**src/rtl/encoder_scheduler_if.sv**
```systemverilog
// Register bus between a host and encoder_scheduler: one access per cycle with sel high,
// acknowledged one cycle later by a single-cycle ready pulse.
interface encoder_scheduler_if;
  logic        sel;
  logic        we;
  logic [2:0]  addr;
  logic [15:0] din;
  logic [15:0] dout;
  logic        ready;

  modport master (output sel, we, addr, din, input  dout, ready);
  modport slave  (input  sel, we, addr, din, output dout, ready);
endinterface

```
**src/rtl/encoder_scheduler.sv**
```systemverilog
// Four-channel quadrature encoder counter; one shared decoder visits the channels in turn on each prescaler tick.
// Optional interrupt/status logic is built when ENCODER_SCHED_IRQ_EN is defined.
module encoder_scheduler #(
  parameter int DIV_WIDTH = 8,
  parameter int N_CH      = 4
) (
  input  logic            clk,
  input  logic            rst_n,
  input  logic [N_CH-1:0] a,
  input  logic [N_CH-1:0] b,
  encoder_scheduler_if.slave bus
`ifdef ENCODER_SCHED_IRQ_EN
  ,
  output logic            irq
`endif
);

  typedef enum logic [1:0] {IDLE, SAMPLE, UPDATE, NEXT} state_t;
  localparam logic [1:0] LAST_CH = 2'(N_CH - 1);

  state_t                    state, state_nxt;
  logic [1:0]                ch, ch_nxt;
  logic [DIV_WIDTH-1:0]      presc;
  logic                      tick;
  logic                      sa, sb;
  logic [N_CH-1:0]           pa, pb, primed;
  logic [N_CH-1:0][15:0]     value;
  logic [15:0]               cur, upd_val;
  logic                      cnt, dir;
  logic                      wr_ch;
  logic [15:0]               rd_data, status_rd;
  logic [15:0]               dout_q;
  logic                      ready_q;

  always_ff @(posedge clk) begin
    if (!rst_n) presc <= '0;
    else        presc <= presc + 1'b1;
  end

  assign tick = &presc;

  always_ff @(posedge clk) begin
    if (!rst_n) begin
      state <= IDLE;
      ch    <= '0;
    end else begin
      state <= state_nxt;
      ch    <= ch_nxt;
    end
  end

  // Ticks outside IDLE fall through the default hold and are simply lost.
  always_comb begin
    state_nxt = state;
    ch_nxt    = ch;
    case (state)
      IDLE:   if (tick) begin
                state_nxt = SAMPLE;
                ch_nxt    = '0;
              end
      SAMPLE: state_nxt = UPDATE;
      UPDATE: state_nxt = NEXT;
      NEXT:   if (ch != LAST_CH) begin
                state_nxt = SAMPLE;
                ch_nxt    = ch + 1'b1;
              end else begin
                state_nxt = IDLE;
              end
      default: state_nxt = IDLE;
    endcase
  end

  assign cur = value[ch];
  assign cnt = sa ^ pa[ch] ^ sb ^ pb[ch];
  assign dir = sa ^ pb[ch];

  always_comb begin
    upd_val = cur;
    if (state == UPDATE && primed[ch] && cnt) begin
      if (dir && cur != 16'hFFFF)      upd_val = cur + 16'd1;
      else if (!dir && cur != 16'h0000) upd_val = cur - 16'd1;
    end
  end

  assign wr_ch = bus.sel && bus.we && !bus.addr[2];

  // The bus write is assigned last so it overrides a scan update of the same channel.
  always_ff @(posedge clk) begin
    if (!rst_n) begin
      value  <= '0;
      pa     <= '0;
      pb     <= '0;
      primed <= '0;
      sa     <= 1'b0;
      sb     <= 1'b0;
    end else begin
      if (state == SAMPLE) begin
        sa <= a[ch];
        sb <= b[ch];
      end
      if (state == UPDATE) begin
        pa[ch]     <= sa;
        pb[ch]     <= sb;
        primed[ch] <= 1'b1;
        value[ch]  <= upd_val;
      end
      if (wr_ch) value[bus.addr[1:0]] <= bus.din;
    end
  end

`ifdef ENCODER_SCHED_IRQ_EN
  logic [N_CH-1:0] status, set_mask, clr_mask;
  logic            scan_hit;

  assign scan_hit = (upd_val != cur) && !(wr_ch && bus.addr[1:0] == ch);
  assign set_mask = scan_hit ? (N_CH'(1) << ch) : '0;
  assign clr_mask = (bus.sel && bus.we && bus.addr == 3'd4) ? bus.din[N_CH-1:0] : '0;

  always_ff @(posedge clk) begin
    if (!rst_n) begin
      status <= '0;
      irq    <= 1'b0;
    end else begin
      status <= (status & ~clr_mask) | set_mask;
      irq    <= |status;
    end
  end

  assign status_rd = {{(16-N_CH){1'b0}}, status};
`else
  assign status_rd = 16'h0000;
`endif

  always_comb begin
    rd_data = '0;
    if (!bus.addr[2])          rd_data = value[bus.addr[1:0]];
    else if (bus.addr == 3'd4) rd_data = status_rd;
  end

  always_ff @(posedge clk) begin
    if (!rst_n) begin
      dout_q  <= '0;
      ready_q <= 1'b0;
    end else begin
      ready_q <= bus.sel;
      if (bus.sel && !bus.we) dout_q <= rd_data;
    end
  end

  assign bus.dout  = dout_q;
  assign bus.ready = ready_q;

endmodule

```
**src/flat_wrapper.sv**
```systemverilog
// flat-port wrapper written by rule: the top's interface ports become plain ports
module encoder_scheduler_flat 
#(
  parameter int DIV_WIDTH = 8,
  parameter int N_CH      = 4
)
  (clk, rst_n, a, b, bus_sel, bus_we, bus_addr, bus_din, bus_dout, bus_ready);
  encoder_scheduler_if bus_i ();
  input  logic clk;
  input  logic rst_n;
  input  logic [N_CH-1:0] a;
  input  logic [N_CH-1:0] b;
  input wire logic [$bits(bus_i.sel)-1:0] bus_sel;
  input wire logic [$bits(bus_i.we)-1:0] bus_we;
  input wire logic [$bits(bus_i.addr)-1:0] bus_addr;
  input wire logic [$bits(bus_i.din)-1:0] bus_din;
  output wire logic [$bits(bus_i.dout)-1:0] bus_dout;
  output wire logic [$bits(bus_i.ready)-1:0] bus_ready;
  assign bus_i.sel = bus_sel;
  assign bus_i.we = bus_we;
  assign bus_i.addr = bus_addr;
  assign bus_i.din = bus_din;
  assign bus_dout = bus_i.dout;
  assign bus_ready = bus_i.ready;
  encoder_scheduler #(.DIV_WIDTH(DIV_WIDTH), .N_CH(N_CH)) u_core (.clk(clk), .rst_n(rst_n), .a(a), .b(b), .bus(bus_i));
endmodule
```
**config.mk**
```make
export PLATFORM = sky130hd
export DESIGN_NAME = encoder_scheduler_flat
export DESIGN_NICKNAME = d
export VERILOG_FILES = /design/src/rtl/encoder_scheduler_if.sv /design/src/rtl/encoder_scheduler.sv /design/src/flat_wrapper.sv
export SDC_FILE = /design/constraint.sdc
export NUM_CORES = 1
export LEC_CHECK = 0
export ABC_CLOCK_PERIOD_IN_PS = 3150
export CORE_ASPECT_RATIO = 2
export CORE_MARGIN = 1.5
export CORE_UTILIZATION = 50
export DETAILED_ROUTE_END_ITERATION = 7
export DONT_BUFFER_PORTS = 1
export GPL_TIMING_DRIVEN = 0
export HOLD_SLACK_MARGIN = 0.05
export PLACE_DENSITY = 0.67
export SYNTH_ARGS = -nofsm -noshare
export SYNTH_HDL_FRONTEND = slang
export SYNTH_SLANG_ARGS = --single-unit
```
**constraint.sdc**
```tcl
create_clock -name clk -period 3.15 [get_ports clk]
set_clock_uncertainty 0.15 [all_clocks]
set_input_delay 0 -clock clk [delete_from_list [all_inputs] [get_ports clk]]
set_output_delay 0 -clock clk [all_outputs]
set_load 0.005 [all_outputs]
```
Word level (Yosys, flattened, before mapping) --
Index checks and enable logic that the tools add are counted.
Storage, ports and cells: bits in registers 107, bits in latches 0, bits in writable memories 0, bits in read-only memories 0, input port bits 31, output and inout port bits 17, logic and storage cells 88, memories kept 0
Cells by class: add/sub/neg operators 4, multiply operators 0, divide/modulo/power cells 0, $lt $le $gt $ge 4, equal/unequal tests 7, shifts and indexed selects 0, muxes and demuxes 37, bitwise logic cells 5, reduce and logical (&&, ||, !) cells 17
Operator list (number):
- $mux 64 | 3
- $bwmux 64 | 2
- $mux 16 | 8
- $bmux 16 s2 | 2
- $demux 16 s2 | 2
- $add 16x1->16 const B | 1
- $ne 16x16->1 const B | 1
- $reduce_bool 16->1 | 1
- $sub 16x1->16 const B | 1
- $bmux 1 s2 | 5
- $logic_and 1x1->1 | 9
- $add 8x1->8 const B | 1
- $bwmux 4 | 2
- $pmux 2 s4 | 1
- $reduce_and 8->1 | 1
- $mux 1 | 7
- $lt 2x3->1 const B | 2
- $mux 2 | 3
- $eq 2x2->1 const B | 2
- $ge 2x1->1 const B | 2
- $ne 2x1->1 const B | 2
- $or 4x4->4 | 1
- $pmux 2 s2 | 1
- $xor 1x1->1 | 4
- other kinds (8) | 10

Longest topological paths before layout --
Gate-level depths: netlist of the first run.
depth in word-level cells 13, depth in mapped cells 13, depth with buffers taken out 10

Least setup slack after synthesis of the first run --
Ideal clock, no wire load.
path kind register to register, start point register u_core.ch[0], end point register u_core.value[55] (netlist name), setup time 121 ps, arrival 3084 ps, data required time 2879 ps, slack -204 ps, stages on the path, launching flop included 14, clock period less this slack 3354 ps, cell sequence dfxtp_1 > buf_6 > buf_6 > buf_6 > mux4_2 > inv_1 > ha_1 > nor4b_1 > nand4b_2 > and4_1 > nor2b_1 > a31oi_4 > mux2i_1 > a21oi_1
On the way: word-level cells in the longest chain between the ends 13, elaborated cells between the ends (all ways) 34
RTL lines:
- start: declaration | line encoder_scheduler.sv:22 | logic [1:0] ch, ch_nxt;
- start signal: assignment | line encoder_scheduler.sv:48 | ch <= ch_nxt;
- parallel branches: the longest is 8 deep, another holds $sub 16x1->16
- $bwmux 64 (*) | line encoder_scheduler.sv:105 | value[ch] <= upd_val;
- $mux 64 (*) | line encoder_scheduler.sv:101 | if (state == UPDATE) begin
- $mux 64 (*) | line encoder_scheduler.sv:89 | if (!rst_n) begin
- $bwmux 64 | line encoder_scheduler.sv:107 | if (wr_ch) value[bus.addr[1:0]] <= bus.din;
- $mux 64 (*) | line encoder_scheduler.sv:107
- end signal: indexed assignment | line encoder_scheduler.sv:105
- end signal: indexed assignment | line encoder_scheduler.sv:107
- end: declaration | line encoder_scheduler.sv:27 | logic [N_CH-1:0][15:0] value;
Mark *: on every way between the ends. The select of a mux whose other input is x is not followed. A chain may end at the register's enable or synchronous reset.

Worst setup path after layout of the first run --
start point register u_core.ch[0], end point register u_core.value[6] (netlist name)
Same word-level chain as after synthesis.

==> flow_metrics.py, run 1 <==
metrics = {
    "synthesis": {
        "synth_cell_types": 55,
        "syn_area_um2": 6230,
        "synth_nets": 733,
        "synth_edf_count": 0,
        "ys_ff_latch": 107,
        "avgSynthCellArea_um2": 9.04,
        "yosysWarnings": 0,
        "netlist_instances": 689,
        "synth-async-reset-ratio_pct": 0,
        "ys_seq_area_share_pct": 34.4,
        "ys.flop_type": "dfxtp_1",
    },
    "timing": {
        "max_slew.worst_pin.slew_ns": 1.03,
        "whs_ns": 0.0925,
        "finalMaxSlewViolations": 0,
        "fin_ws_ns": -0.314,
        "period_needed_ns": 3.46,
        "period_share_pct": 110,
        "rsz0062_at_grt": "yes",
        "fin_tns_setup_ns": -9.59,
        "hold_viol_final": 0,
        "setup_viol": 60,
        "fmax_ghz": 0.289,
        "slew-limit-headroom_pct": 30.5,
    },
    "power_and_ir_drop": {
        "powerDensity_nw_per_um2": 424,
        "p_leak_nw": 2.78,
        "p_total_mw": 3.35,
        "peakVddDrop_v": 0.000364,
    },
    "place": {
        "place_area_um2": 6470,
        "place_congestion": 1.04,
        "dp_hpwl_mm": 16.8,
        "portBuffers": 0,
        "dp_cells": 836,
    },
    "cts": {
        "clock_latency_ns": 0.36,
        "htreeDepth": 3,
        "clock_path_buffers": 2,
        "cts_buffers": 9,
        "cts_tree": "built",
        "cts_num_sinks": 107,
        "cts.reportedPaths.clkPinSlew_ns": 0.08,
        "cts_root_buffer": "clkbuf_16",
    },
    "cells_and_area": {
        "nets": 811,
        "final_cells": 918,
        "syn_to_final_growth_pct": 27.1,
        "fin_area_um2": 7920,
        "n_antenna_cell": 0,
        "nFillCells": 1034,
        "drive_gt1_share_pct": 24.3,
    },
    "status": {
        "status": "finished with violations",
        "violations": "setup timing",
    },
    "die": {
        "row_count": 57,
        "die_y_um": 161,
        "die_x_um": 81.9,
        "die-area_um2": 13200,
        "io_pins": 48,
        "start_util_pct": 51.4,
        "core_um2": 12100,
    },
    "grt": {
        "grt_usage_pct": 37.1,
        "globalRouteOverflowTotal": 0,
        "antenna_found_initial": 0,
        "grt_max_degree": 19,
        "grt_pass1_vias": 6251,
        "grt_pass1_wl_mm": 34.9,
    },
    "worst_setup_path": {
        "cp.required_ns": 3.26,
        "crit_type": "register to register",
        "crit_path_end_kind": "register",
        "crit_fanout": 7,
        "arrival_ns": 3.57,
        "crit_chain": "buf_12, buf_12, mux4_2, ha_4, nand4_1, buf_6, o41ai_4, buf_4, or3_4, a21oi_4, xor2_1, buf_4, nor2_1, o32ai_1",
        "critical_path.slowest_cell": "mux4_2",
        "start_kind": "register",
        "cpPeakStageDelay_ns": 0.62,
    },
    "job": {
        "drv_cap": 0,
    },
    "routing": {
        "totalWireLength_mm": 24.2,
        "wl_per_cell_um": 26.4,
        "antenna_left": 0,
        "viasPerCell": 6.83,
        "firstDrtPassIters": 6,
        "drt_iter0_drc": 664,
        "vias": 6267,
        "drc": 0,
    },
    "worst_hold_path": {
        "holdCritPathClass": "input pin to register",
    },
}
==> final timing paths <==
kind / start / end / slack (ns) / depth (start not counted)
worst max-delay path: u_core.ch[0]$_SDFFE_PN0P_ / u_core.value[6]$_SDFF_PN0_ / -0.31 / 14
worst max register to register: u_core.ch[0]$_SDFFE_PN0P_ / u_core.value[6]$_SDFF_PN0_ / -0.31 / 14
worst min register to register: u_core.presc[0]$_SDFF_PN0_ / u_core.presc[0]$_SDFF_PN0_ / 0.30 / 1
worst min-delay path: bus_sel / u_core.value[11]$_SDFF_PN0_ / 0.09 / 5
==> through the flow <==
step | utilization (%) | setup WS, ns
floorplan | - | -0.0679
global placement | 53.4 | -1.11
detailed placement | 53.4 | -1.12
CTS | 62.0 | -0.273
global route | 65.3 | -0.403
finish | 65.3 | -0.314
==> report_power, final <==
part / total, mW / internal (mW) / switching (mW)
Sequential: 1.41 / 1.38 / 0.0310
Combinational: 0.763 / 0.338 / 0.425
Clock: 1.18 / 0.624 / 0.553
==> what timing repair did <==
item,in CTS,in global routing
hold buffers,23,0
gates resized for setup,58,52
endpoints found under the setup margin,64,64
pin swaps,43,51
hold endpoints to repair,73,0
gates cloned,1,0
setup buffers,32,14
==> metal layers <==
metal / part of all wire [%] / up-vias / GRT usage [%] / routed length, um
li1: - / 2710 / - / -
met1: 31 / 3034 / 36.9 / 7550
met2: 52 / 366 / 62.4 / 12600
met3: 6.8 / 157 / 7.27 / 1640
met4: 10 / 0 / 32.5 / 2440
met5: 0 / - / 0 / 0
==> layout by cell type (no fill, tap or decap), drive strengths merged, types with 6 or more instances in the layout <==
cell,Yosys,routed
nor2,114,114
dfxtp,107,107
nand2,56,56
buf,13,56
clkbuf,35,44
o32ai,40,40
mux4,37,37
a21oi,29,29
nor2b,25,25
dlygate4sd3,0,23
nor3,23,23
o21ai,20,20
and2,17,17
a22oi,17,17
xnor2,14,14
ha,13,13
a21boi,12,12
inv,10,12
nand3,10,10
mux2i,8,8
nand4,8,8
o311a,8,8
o21a,7,7
xor2,7,7
or2,6,6
or3,6,6
==> area by class of cell <==
type	instances	area, um^2	area share, %
clock buffer	9	225	2.84
buffer	47	236	2.99
sequential	107	2150	27.1
tap	147	184	2.32
inverter	10	37.5	0.474
clock inverter	6	75.1	0.948
timing repair buffer	67	603	7.62
multi-input combinational	525	4410	55.7
==> sequential cells by signal, indices dropped and copies added (netlist names) <==
register,cells
u_core.bus.ready,1
u_core.value,64
u_core.sb,1
u_core.pb,4
u_core.primed,4
u_core.sa,1
u_core.state,2
u_core.presc,8
u_core.ch,2
u_core.bus.dout,16
u_core.pa,4
==> synthesized netlist by cell type, drive strengths merged (10+ instances only) <==
cell type / n / area, um^2
nor2: 114 / 428
dfxtp: 107 / 2140
nand2: 56 / 210
o32ai: 40 / 350
mux4: 37 / 833
clkbuf: 35 / 131
a21oi: 29 / 145
nor2b: 25 / 156
nor3: 23 / 115
o21ai: 20 / 100
a22oi: 17 / 128
and2: 17 / 106
xnor2: 14 / 149
buf: 13 / 75.1
ha: 13 / 163
a21boi: 12 / 90.1
inv: 10 / 37.5
nand3: 10 / 50.1
==> kinds of logic (layout without fill, tap and decap cells) <==
logic type	Yosys count	in the layout	synth area share, %
XOR/XNOR	21	21	3.49
AO/OA/AOI/OAI	155	155	18.4
buffers and inverters	58	139	3.92
flip-flops	107	107	34.4
AND/OR/NAND/NOR	290	291	22.6
multiplexers	45	45	14.7
adder cells (fa/ha/maj)	13	13	2.61
==> worst max-delay path: cells and delay by family, from the launching register on <==
kind | cells | cell delay (ns)
compound gates | 3 | 0.55
xor+xnor | 1 | 0.19
fa+ha+maj | 1 | 0.23
buf+inv | 5 | 0.77
flops | 1 | 0.38
mux | 1 | 0.62
simple gates | 3 | 0.46
(Power assumes the default switching activity.)
==> run 2, diff against run 1 <==
--- a/config.mk
+++ b/config.mk
@@ -14,6 +14,7 @@
 export GPL_TIMING_DRIVEN = 0
 export HOLD_SLACK_MARGIN = 0.05
 export PLACE_DENSITY = 0.67
+export RECOVER_POWER = 100
 export SYNTH_ARGS = -nofsm -noshare
 export SYNTH_HDL_FRONTEND = slang
 export SYNTH_SLANG_ARGS = --single-unit
==> run 2 against run 1 <==
Effect of this change: largest power group unchanged; non-clock buffer count stayed put; worst setup slack got worse by 0.013 ns; hold slack better by 0.0035 ns; register-to-register slack is essentially flat; via count rose by 0.40%; count of clock-buffer cells in the layout stayed put; routed wire length decreased by 0.11%; largest cell class unchanged; design area did not move; the run still ends with setup timing left.
==> flow_metrics.py, run 2 (synthesis gave the netlist of run 1 again) <==
metrics = {
    "status": {
        "status": "finished with violations",
        "violations": "setup timing",
    },
    "cells_and_area": {
        "fin_area_um2": 7920,
        "nets": 811,
        "largest_register_ffs": 64,
        "final_common_cell": "nor2_1",
        "n_antenna_cell": 0,
        "drive_gt1_share_pct": 24.3,
        "utilization_pct": 65.3,
        "final_cell_mix": "nor2_1 (107), dfxtp_1 (105), nand2_1 (53), mux4_2 (37)",
        "largest-register": "u_core.value",
        "syn_to_final_growth_pct": 27.1,
    },
    "die": {
        "row_count": 57,
        "start_util_pct": 51.4,
        "core_um2": 12100,
        "die-area_um2": 13200,
        "die_x_um": 81.9,
        "die_y_um": 161,
        "io_pins": 48,
    },
    "timing": {
        "period_needed_ns": 3.48,
        "slew-limit-headroom_pct": 29.7,
        "fin_ws_ns": -0.327,
        "period_share_pct": 110,
        "rsz0062_at_grt": "yes",
        "fin_tns_setup_ns": -9.84,
        "fmax_ghz": 0.288,
        "hold_viol_final": 0,
        "setup_viol": 61,
        "finalMaxSlewViolations": 0,
        "max_slew.worst_pin.slew_ns": 1.05,
        "whs_ns": 0.0960,
    },
    "routing": {
        "antenna_left": 0,
        "drc": 0,
        "totalWireLength_mm": 24.2,
        "viasPerCell": 6.85,
        "firstDrtPassIters": 5,
        "vias": 6292,
        "wl_per_cell_um": 26.3,
        "drt_iter0_drc": 665,
    },
    "grt": {
        "grt_use_met2_pct": 62.4,
        "grt_usage_pct": 37.1,
        "grt_max_degree": 19,
        "grt_busiest_layer": "met2",
        "gr-usage-met3_pct": 7.27,
        "grt_use_met1_pct": 36.9,
        "globalRouteOverflowTotal": 0,
        "antenna_found_initial": 0,
        "grt_pass1_wl_mm": 34.9,
        "grt_pass1_vias": 6251,
    },
    "worst_setup_path": {
        "cp.required_ns": 3.25,
        "crit_type": "register to register",
        "start_kind": "register",
        "worstRegToRegCells": 9,
        "arrival_ns": 3.58,
        "crit_path_end_kind": "register",
        "reg2reg_from": "u_core.ch[0]$_SDFFE_PN0P_",
        "crit_fanout": 7,
        "timing.rr.end": "u_core.value[45]$_SDFF_PN0_",
        "rrSetupSlack_ns": -0.33,
    },
    "power_and_ir_drop": {
        "peakVddDrop_v": 0.000365,
        "p_leak_nw": 2.78,
        "powerDensity_nw_per_um2": 423,
    },
    "worst_hold_path": {
        "worst_hold_path.endpoint": "u_core.value[9]$_SDFF_PN0_",
        "whs_path_depth": 5,
        "hp-start": "bus_sel",
        "holdCritPathClass": "input pin to register",
    },
    "cts": {
        "cts_num_sinks": 107,
        "cts_tree": "built",
        "clock_path_buffers": 2,
        "clock_latency_ns": 0.35,
        "cts_root_buffer": "clkbuf_16",
        "cts.reportedPaths.clkPinSlew_ns": 0.07,
        "htreeDepth": 3,
        "cts_buffers": 9,
    },
    "job": {
        "drv_cap": 0,
    },
    "place": {
        "portBuffers": 0,
        "place_congestion": 1.04,
        "dp_hpwl_mm": 16.8,
        "place_area_um2": 6470,
        "place_ws_ns": -1.12,
    },
}
-- run 2: cell count changes in the layout (fill, tap and decap cells not counted), sizes merged --
cell,delta
clkbuf,+2
buf,-2
-- run 2: layout make-up --
cell class                      instances  area, um^2
Fill cell                            1034        4210
Inverter                               10        37.5
Tap cell                              147         184
Clock buffer                            9         225
Clock inverter                          6        75.1
Multi-Input combinational cell        525        4410
Sequential cell                       107        2150
Buffer                                 47         236
Timing Repair Buffer                   67         603
-- run 2: how the worst max path moves through the flow --
stage                                   start                          end  depth (start not counted)
CTS                 u_core.ch[0]$_SDFFE_PN0P_  u_core.value[62]$_SDFF_PN0_                         12
finish              u_core.ch[0]$_SDFFE_PN0P_  u_core.value[45]$_SDFF_PN0_                          9
global route        u_core.ch[0]$_SDFFE_PN0P_  u_core.value[62]$_SDFF_PN0_                         12
floorplan           u_core.ch[0]$_SDFFE_PN0P_  u_core.value[62]$_SDFF_PN0_                         12
detailed placement  u_core.ch[1]$_SDFFE_PN0P_  u_core.value[60]$_SDFF_PN0_                         11
global placement    u_core.ch[1]$_SDFFE_PN0P_  u_core.value[60]$_SDFF_PN0_                         11
-- run 2: metal layers --
metal / vias up / routed length (um)
met5: - / 0
met1: 3024 / 7570
met3: 148 / 1650
met2: 415 / 12500
met4: 0 / 2430
li1: 2705 / -
-- run 2: critical path, cell delays in order, from the launching register on --
cell	delay, ns
dfxtp_4	0.38
buf_12	0.15
mux4_2	0.60
xnor2_4	0.22
or3_4	0.42
nor4_4	0.36
nand4_1	0.30
a211oi_2	0.38
nor3_1	0.10
o32ai_1	0.29
-- run 2: stage by stage --
stage	cells	power (mW)
after floorplan	689	1.79
after global placement	836	1.91
after detailed placement	836	1.93
after CTS	905	3.21
after global routing	918	3.44
final	918	3.35
-- run 2: timing repair --
| action | 4_1_cts | 5_1_grt |
|---|---|---|
| gates cloned | 1 | 0 |
| setup endpoints to repair | 64 | 64 |
| endpoints found under the hold margin | 73 | 0 |
| setup buffers | 32 | 14 |
| gates resized for setup | 58 | 52 |
| hold buffers | 23 | 0 |
| pin swaps | 43 | 51 |
-- run 2: where the power goes --
| group | total, mW | switching [mW] | internal, mW |
|---|---|---|---|
| Combinational | 0.764 | 0.425 | 0.338 |
| Sequential | 1.41 | 0.0309 | 1.38 |
| Clock | 1.17 | 0.550 | 0.624 |
